==> src/rtl/audio_mixer_if.sv <==
// Handshake bundle between a frame producer, the audio_mixer and the downstream sample consumer.
// master = producer/consumer side (testbench or neighbouring stages), slave = the mixer itself.
interface audio_mixer_if #(
    parameter int DATA_W = 16,
    parameter int CH     = 4,
    parameter int GAIN_W = 8
);
    logic                     in_valid;
    logic                     in_ready;
    logic [CH*DATA_W-1:0]     in_samples;
    logic [CH*GAIN_W-1:0]     in_gains;
    logic                     out_valid;
    logic                     out_ready;
    logic [DATA_W-1:0]        out_sample;
    logic                     clip;

    modport master (
        output in_valid,
        output in_samples,
        output in_gains,
        output out_ready,
        input  in_ready,
        input  out_valid,
        input  out_sample,
        input  clip
    );

    modport slave (
        input  in_valid,
        input  in_samples,
        input  in_gains,
        input  out_ready,
        output in_ready,
        output out_valid,
        output out_sample,
        output clip
    );
endinterface

==> src/rtl/audio_mixer.sv <==
// Time-multiplexed CH-channel mixer: one shared MAC per cycle, round, range-limit, valid/ready out.
// Optional build macro MIXER_SATURATE_EN: saturate to DATA_W and flag clip; otherwise wrap, clip = 0.
module audio_mixer #(
    parameter int DATA_W    = 16,
    parameter int CH        = 4,
    parameter int GAIN_W    = 8,
    parameter int GAIN_FRAC = 6
) (
    input  logic          clk,
    input  logic          reset_n,
    audio_mixer_if.slave  mix
);
    localparam int PROD_W = DATA_W + GAIN_W + 1;
    localparam int ACC_W  = PROD_W + $clog2(CH);
    localparam int IDX_W  = $clog2(CH);

    localparam logic signed [ACC_W-1:0] RND_C =
        {{(ACC_W-1){1'b0}}, 1'b1} << (GAIN_FRAC - 1);

    typedef enum logic [1:0] {
        IDLE  = 2'd0,
        ACCUM = 2'd1,
        SCALE = 2'd2,
        OUT   = 2'd3
    } state_e;

    state_e                    state_q, state_d;
    logic signed [DATA_W-1:0]  samp_q [CH];
    logic signed [DATA_W-1:0]  samp_d [CH];
    logic [GAIN_W-1:0]         gain_q [CH];
    logic [GAIN_W-1:0]         gain_d [CH];
    logic signed [ACC_W-1:0]   acc_q, acc_d;
    logic [IDX_W-1:0]          idx_q, idx_d;
    logic                      out_valid_q, out_valid_d;
    logic [DATA_W-1:0]         out_sample_q, out_sample_d;
    logic                      clip_q, clip_d;
    logic signed [PROD_W-1:0]  prod_s;
    logic signed [ACC_W-1:0]   rnd_s;

`ifdef MIXER_SATURATE_EN
    localparam logic signed [ACC_W-1:0] SAT_MAX_C =
        {{(ACC_W-DATA_W+1){1'b0}}, {(DATA_W-1){1'b1}}};
    localparam logic signed [ACC_W-1:0] SAT_MIN_C =
        {{(ACC_W-DATA_W+1){1'b1}}, {(DATA_W-1){1'b0}}};

    logic [DATA_W:0] sat_s;

    // Returns {clip, limited sample}; the MSB flags that the value was pinned to a rail.
    function automatic logic [DATA_W:0] sat_fn(input logic signed [ACC_W-1:0] v);
        logic [DATA_W:0] res;
        if (v > SAT_MAX_C) begin
            res = {1'b1, 1'b0, {(DATA_W-1){1'b1}}};
        end else if (v < SAT_MIN_C) begin
            res = {1'b1, 1'b1, {(DATA_W-1){1'b0}}};
        end else begin
            res = {1'b0, DATA_W'(v)};
        end
        return res;
    endfunction
`endif

    assign mix.in_ready   = (state_q == IDLE);
    assign mix.out_valid  = out_valid_q;
    assign mix.out_sample = out_sample_q;
    assign mix.clip       = clip_q;

    // Next-state and datapath: capture frame, accumulate one channel per cycle, round/limit, hold output.
    always_comb begin
        state_d      = state_q;
        samp_d       = samp_q;
        gain_d       = gain_q;
        acc_d        = acc_q;
        idx_d        = idx_q;
        out_valid_d  = out_valid_q;
        out_sample_d = out_sample_q;
        clip_d       = clip_q;
        // Gain is zero-extended into a signed operand so the multiply stays two's complement.
        prod_s = PROD_W'(samp_q[idx_q]) * PROD_W'($signed({1'b0, gain_q[idx_q]}));
        rnd_s  = (acc_q + RND_C) >>> GAIN_FRAC;
`ifdef MIXER_SATURATE_EN
        sat_s  = sat_fn(rnd_s);
`endif

        case (state_q)
            IDLE: begin
                if (mix.in_valid) begin
                    for (int k = 0; k < CH; k++) begin
                        samp_d[k] = mix.in_samples[k*DATA_W +: DATA_W];
                        gain_d[k] = mix.in_gains[k*GAIN_W +: GAIN_W];
                    end
                    acc_d   = {ACC_W{1'b0}};
                    idx_d   = {IDX_W{1'b0}};
                    state_d = ACCUM;
                end else begin
                    state_d = IDLE;
                end
            end
            ACCUM: begin
                acc_d = acc_q + ACC_W'(prod_s);
                if (idx_q == IDX_W'(CH - 1)) begin
                    idx_d   = {IDX_W{1'b0}};
                    state_d = SCALE;
                end else begin
                    idx_d   = idx_q + {{(IDX_W-1){1'b0}}, 1'b1};
                    state_d = ACCUM;
                end
            end
            SCALE: begin
`ifdef MIXER_SATURATE_EN
                out_sample_d = sat_s[DATA_W-1:0];
                clip_d       = sat_s[DATA_W];
`else
                out_sample_d = DATA_W'(rnd_s);
                clip_d       = 1'b0;
`endif
                out_valid_d  = 1'b1;
                state_d      = OUT;
            end
            OUT: begin
                if (mix.out_ready) begin
                    out_valid_d = 1'b0;
                    state_d     = IDLE;
                end else begin
                    state_d     = OUT;
                end
            end
            default: begin
                state_d     = IDLE;
                out_valid_d = 1'b0;
            end
        endcase
    end

    // State and datapath registers; reset discards any partially accumulated frame.
    always_ff @(posedge clk or negedge reset_n) begin
        if (!reset_n) begin
            state_q      <= IDLE;
            acc_q        <= {ACC_W{1'b0}};
            idx_q        <= {IDX_W{1'b0}};
            out_valid_q  <= 1'b0;
            out_sample_q <= {DATA_W{1'b0}};
            clip_q       <= 1'b0;
            for (int k = 0; k < CH; k++) begin
                samp_q[k] <= {DATA_W{1'b0}};
                gain_q[k] <= {GAIN_W{1'b0}};
            end
        end else begin
            state_q      <= state_d;
            acc_q        <= acc_d;
            idx_q        <= idx_d;
            out_valid_q  <= out_valid_d;
            out_sample_q <= out_sample_d;
            clip_q       <= clip_d;
            for (int k = 0; k < CH; k++) begin
                samp_q[k] <= samp_d[k];
                gain_q[k] <= gain_d[k];
            end
        end
    end
endmodule

==> src/flat_wrapper.sv <==
// flat-port wrapper written by rule: the top's interface ports become plain ports
module audio_mixer_flat 
#(
    parameter int DATA_W    = 16,
    parameter int CH        = 4,
    parameter int GAIN_W    = 8,
    parameter int GAIN_FRAC = 6
)
  (clk, reset_n, mix_in_valid, mix_in_samples, mix_in_gains, mix_out_ready, mix_in_ready, mix_out_valid, mix_out_sample, mix_clip);
  audio_mixer_if #(.DATA_W(DATA_W), .CH(CH), .GAIN_W(GAIN_W)) mix_i ();
  input  logic clk;
  input  logic reset_n;
  input wire logic [$bits(mix_i.in_valid)-1:0] mix_in_valid;
  input wire logic [$bits(mix_i.in_samples)-1:0] mix_in_samples;
  input wire logic [$bits(mix_i.in_gains)-1:0] mix_in_gains;
  input wire logic [$bits(mix_i.out_ready)-1:0] mix_out_ready;
  output wire logic [$bits(mix_i.in_ready)-1:0] mix_in_ready;
  output wire logic [$bits(mix_i.out_valid)-1:0] mix_out_valid;
  output wire logic [$bits(mix_i.out_sample)-1:0] mix_out_sample;
  output wire logic [$bits(mix_i.clip)-1:0] mix_clip;
  assign mix_i.in_valid = mix_in_valid;
  assign mix_i.in_samples = mix_in_samples;
  assign mix_i.in_gains = mix_in_gains;
  assign mix_i.out_ready = mix_out_ready;
  assign mix_in_ready = mix_i.in_ready;
  assign mix_out_valid = mix_i.out_valid;
  assign mix_out_sample = mix_i.out_sample;
  assign mix_clip = mix_i.clip;
  audio_mixer #(.DATA_W(DATA_W), .CH(CH), .GAIN_W(GAIN_W), .GAIN_FRAC(GAIN_FRAC)) u_core (.clk(clk), .reset_n(reset_n), .mix(mix_i));
endmodule
==> config.mk <==
export PLATFORM = sky130hd
export DESIGN_NAME = audio_mixer_flat
export DESIGN_NICKNAME = d
export VERILOG_FILES = /design/src/rtl/audio_mixer_if.sv /design/src/rtl/audio_mixer.sv /design/src/flat_wrapper.sv
export SDC_FILE = /design/constraint.sdc
export NUM_CORES = 1
export LEC_CHECK = 0
export ABC_AREA = 1
export BUFFER_PORTS_ARGS = -buffer_cell sky130_fd_sc_hd__buf_2
export CAP_MARGIN = 20
export CORE_MARGIN = 10
export CORE_UTILIZATION = 60
export CTS_BUF_LIST = sky130_fd_sc_hd__clkbuf_4 sky130_fd_sc_hd__clkbuf_8 sky130_fd_sc_hd__clkbuf_16
export DETAILED_ROUTE_END_ITERATION = 16
export HOLD_SLACK_MARGIN = 0.15
export PLACE_DENSITY = 0.81
export SLEW_MARGIN = 0
export SYNTH_ARGS = -nofsm -noshare
export SYNTH_HDL_FRONTEND = slang
export SYNTH_SLANG_ARGS = --single-unit
==> constraint.sdc <==
create_clock -name clk -period 6 [get_ports clk]
set_input_delay 0.9 -clock clk [delete_from_list [all_inputs] [get_ports clk]]
set_output_delay 0.9 -clock clk [all_outputs]
set_load 0.02 [all_outputs]
==> After elaboration in Yosys (flattened, before gate mapping) <==
Index checks and enable logic that the tools add are counted.
Widths: inputs -> output; s select.
{ "totals": {"word_cells": 48, "regBits": 144, "out_inout_bits": 19} }
{ "classes": {"n_mux": 17, "n_lt_le_gt_ge": 1, "n_reduce_logical": 6, "n_mul": 1, "bitwise_logic": 1, "n_eq_ne": 6, "n_addsub": 3} }
{ "ops": {"columns": ["operator", "count"], "rows": [
  ["$pmux 27 s2", 1],
  ["$bmux 16 s2", 1],
  ["$mux 16", 2],
  ["$add 27x25->27", 1],
  ["$mux 27", 1],
  ["$mul 16x9->25", 1],
  ["$add 22x7->22 const B", 1],
  ["$bmux 8 s2", 1],
  ["$mux 8", 2],
  ["$mux 2", 4],
  ["$pmux 2 s4", 1],
  ["$eq 2x2->1 const B", 3],
  ["$reduce_and 2->1", 3],
  ["$ne 2x2->1 const B", 2],
  ["$pmux 2 s2", 1],
  ["$reduce_bool 2->1", 2],
  ["$ge 3x3->1 const B", 1],
  ["$not 2->3", 1],
  ["$add 2x1->2 const B", 1],
  ["$eq 2x1->1 const B", 1],
  ["$logic_not 2->1", 1],
  ["$mux 1", 2],
  ["$pmux 1 s2", 1]
]} }

==> Longest topological paths before layout <==
{ "depth": {"depth_word": 7, "ltp_mapped": 30, "ltp_nobuf": 28} }

==> Least setup slack after synthesis <==
Ideal clock, no wire load.
{ "synth_path": {"kind": "reg2reg", "startpoint": "register u_core.idx_q[0]", "endpoint": "register u_core.acc_q[18]", "n_path_buf": 2, "slack_ns": 0.621, "arrival_time_ns": 5.252, "stages_incl_launch_ff": 25, "period_less_slack_ns": 5.379, "path_cell_list": "dfrtp_1 buf_6 inv_2 buf_2 nand2_1 a32oi_2 inv_1 nor2_1 inv_1 fa_1 inv_1 fa_1 fa_1 fa_1 inv_1 fa_1 inv_1 ha_1 nand2_1 nor3_1 nand4_1 nand3_1 nand2_1 nand2_1 o21ai_0"} }
{ "synth_via": {"elab_chain_cells": 7, "word_cells_on_any_way": 10} }
{ "synth_rtl": {"columns": ["item", "line", "text"], "rows": [
  ["start: declaration", "audio_mixer.sv:33", "logic [IDX_W-1:0] idx_q, idx_d;"],
  ["start signal: assignment", "audio_mixer.sv:139", "idx_q <= {IDX_W{1'b0}};"],
  ["start signal: assignment", "audio_mixer.sv:150", "idx_q <= idx_d;"],
  ["$not 2->3 (not written as such) (*)", "audio_mixer.sv:78", "prod_s = PROD_W'(samp_q[idx_q]) * PROD_W'($signed({1'b0, gain_q[idx_q]}));"],
  ["$bmux 16 s2 or $bmux 8 s2 (tied branches)", "audio_mixer.sv:78", null],
  ["$mux 16 (not written as such) or $mux 8 (tied branches) (2 in a row)", "audio_mixer.sv:78", null],
  ["$mul 16x9->25 (*)", "audio_mixer.sv:78", null],
  ["$add 27x25->27 (*)", "audio_mixer.sv:99", "acc_d = acc_q + ACC_W'(prod_s);"],
  ["$pmux 27 s2 (*)", "audio_mixer.sv:84", "case (state_q)"],
  ["end signal: assignment", "audio_mixer.sv:138", "acc_q <= {ACC_W{1'b0}};"],
  ["end: declaration", "audio_mixer.sv:32", "logic signed [ACC_W-1:0] acc_q, acc_d;"]
]} }
Mark *: on every way between the ends. The rest lies on a longest branch, timed or not. The select of a mux whose other input is x is not followed.
A chain may end at the register's enable or synchronous reset.

==> Final worst setup path <==
{ "layout_path": {"startpoint": "register u_core.idx_q[1]", "endpoint": "register u_core.acc_q[14]"} }
The elaborated chain is that of the path after synthesis.

==> flow_metrics.env <==
export IMPL_status="complete, no violations"
export IMPL_cp_end_kind="register"
export IMPL_ant_nets=0
export IMPL_grt_pass1_vias=10100
export IMPL_synth_cell_type_count=37
export IMPL_cap_violations=0
export IMPL_ys_seq_area_share_pct=30.5
export IMPL_fp_dieW_um=158
export IMPL_grt_max_degree=101
export IMPL_crit_chain="inv_4, buf_12, a21oi_1, a32oi_4, nand2_1, fa_1, inv_1, fa_1, ha_1, fa_1, inv_1, fa_1, inv_1, ha_1, nand2_1, o21ai_0, a21oi_1, inv_1, nand4_1, nand2_1, nand2_1, nand3_1, nand2_1"
export IMPL_fp_row_count=50
export IMPL_path_clk_slew_ns=0.07
export IMPL_path_max_fanout=31
export IMPL_place_gp_congestion=1.12
export IMPL_finalSetupViolCount=0
export IMPL_hold_class="reg -> reg"
export IMPL_cts_max_level=4
export IMPL_path_buf_inv=6
export IMPL_cts_buffers=17
export IMPL_wl_per_cell_um=16.6
export IMPL_use_met2_pct=40.7
export IMPL_final_cell_mix="nand2_1 (558), inv_1 (191), dfrtp_1 (139)"
export IMPL_n_fill_cell=1487
export IMPL_ys_warn_count=0
export IMPL_fin_skew_ns=0.0110
export IMPL_syn_inst=1448
export IMPL_post_route_drc_count=0
export IMPL_nNetsFinal=1826
export IMPL_met1_usage_pct=31.9
export IMPL_clock_path_buffers=2
export IMPL_placedCellCount=1771
export IMPL_synth_ff_latch_count=139
export IMPL_antenna_found_initial=0
export IMPL_numPortBuffers=117
export IMPL_antennaDiodeCount=0
export IMPL_rsz0062_at_grt="true"
export IMPL_syn_area_per_cell_um2=7.89
export IMPL_criticalPathCategory="reg -> reg"
export IMPL_avgViaCountPerCell=5.45
export IMPL_initial_core_util_pct=61.1
export IMPL_hpwl_um=23400
export IMPL_area_delta_synth_final_pct=13.2
export IMPL_fp_coreArea_um2=18700
export IMPL_max_stage_delay_ns=0.57
export IMPL_layout_commonest_cell="nand2_1"
export IMPL_grt_pass1_wl_um=49600
export IMPL_clk_latency_ns=0.43
export IMPL_synth_area_um2=11400
export IMPL_drt_first_pass_iters=7
export IMPL_die_height_um=158
export IMPL_worst_pin_slew_ns=0.924
export IMPL_overflow=0
export IMPL_grt_usage_pct=24.9
export IMPL_synth_nets=1710
export IMPL_drt_iter0_markers=655
export IMPL_use_met3_pct=4.26
export IMPL_finalHoldViolCount=0
export IMPL_vias=9866
export IMPL_grt_busiest_layer="met2"
export IMPL_timing_slew_headroom_pct=38.4
export IMPL_cts_tree="yes"
export IMPL_start_kind="register"
export IMPL_slew_viol_final=0
export IMPL_ctsHoldBuffers=0
export IMPL_crit_slowest_cell="fa_1"
export IMPL_period_share_pct=96.3
export IMPL_dieArea_um2=25000
export IMPL_ioPinCount=119
export IMPL_max_freq_ghz=0.173
export IMPL_clock_sinks=139
export IMPL_layout_drive_gt1_share_pct=15.3
export IMPL_path_common_cell="nand2_1"
export IMPL_fin_cells=1811
export IMPL_period_needed_ns=5.78
export IMPL_drt_total_wl_um=30000
export IMPL_cp_required_ns=6.32
export IMPL_cp_top_family="adder cells"
export IMPL_cp_arrival_ns=6.09
export IMPL_clockRootBuffer="clkbuf_16"
-- cells by family after synthesis --
group,share of synthesized area (%)
adders and majority gates,25.0
xor gates and xnor gates,1.15
DFF,30.5
other,0.0328
and+or+nand+nor,24.7
buffers and inverters,9.64
AOI/OAI and AO/OA,9.07
-- sequential cells by signal, summed over array words and instances, names as in the netlist --
name                   count
u_core.mix.out_sample     16
u_core.state_q             2
u_core.idx_q               2
u_core.samp_q             64
u_core.acc_q              22
u_core.gain_q             32
u_core.mix.out_valid       1
-- final cells by class --
type / instances / area [um^2] / share of cell area, %
multi-input cells: 1047 / 6910 / 53.4
flip-flops and latches: 139 / 3480 / 26.9
repair buffers: 148 / 861 / 6.66
inverters: 211 / 795 / 6.14
clock buffers: 17 / 425 / 3.29
well taps: 234 / 293 / 2.26
clock inverters: 15 / 174 / 1.34
-- synth_stat cells (all sizes together) --
master  count  share of area (%)
nand2     563                 19
inv       211                6.9
dfrtp     139                 30
fa        110                 19
nor2      108                3.6
o21ai      59                2.6
a21oi      54                2.4
ha         52                5.7
buf        32                2.1
nand3      32                1.4
a32oi      20                3.1
clkbuf     19               0.62
xor2       12               0.92
nor3        9               0.59
nand4       6               0.33
o22ai       4               0.22
nand3b      3               0.20
xnor2       3               0.23
a21o        2               0.13
a22o        2               0.15
a31oi       2               0.11
o21a        2               0.13
a32o        1              0.088
conb        1              0.033
o211ai      1              0.066
o31ai       1               0.11
-- repair_timing --
action / CTS / global route
gates resized for setup: 4 / 19
endpoints found under the setup margin: 3 / 15
endpoints found under the hold margin: 0 / 0
buffers inserted: 1 / 7
pin swaps: 2 / 4
gates cloned: 0 / 0
-- through the flow --
step	hold WS, ns	utilization, %	setup TNS (ns)	worst slack [ns]	cell area [um^2]
CTS	0.471	68.5	0	0.0179	12800
floorplan	0.449	-	0	0.621	11400
global route	0.497	69.1	-0.0382	-0.0382	12900
detailed placement	0.454	65.2	-0.143	-0.0607	12200
finish	0.465	69.1	0	0.221	12900
global placement	0.449	65.2	-0.0652	-0.0471	12200
-- worst paths after layout --
| kind | from | to | slack [ns] | depth (start not counted) |
|---|---|---|---|---|
| worst max register to register | u_core.idx_q[1] | u_core.acc_q[14] | 0.22 | 23 |
| worst min register to register | u_core.mix.out_sample[0] | u_core.mix.out_sample[0] | 0.47 | 2 |
| worst min-delay path | u_core.mix.out_sample[0] | u_core.mix.out_sample[0] | 0.47 | 2 |
| max in group asynchronous | reset_n | u_core.samp_q[22] | 4.31 | 2 |
| min in group asynchronous | reset_n | u_core.state_q[1] | 0.57 | 1 |
| worst max-delay path | u_core.idx_q[1] | u_core.acc_q[14] | 0.22 | 23 |
-- tightest hold or removal path: cells and delay by family, from the launching register on --
| family | cells | cell delay, ns |
|---|---|---|
| flip-flops | 1 | 0.34 |
| AND/OR/NAND/NOR | 2 | 0.10 |
-- routing by layer --
layer | part of all wire [%] | vias up | wire [um]
li1 | - | 4676 | -
met3 | 7.2 | 68 | 2160
met4 | 4.3 | 0 | 1290
met1 | 41 | 4710 | 12300
met2 | 47 | 412 | 14200
met5 | 0 | - | 0
Power is left out: the tool's default activity adds up to more than one toggle a clock period on the data nets, which glitch-free logic cannot reach.
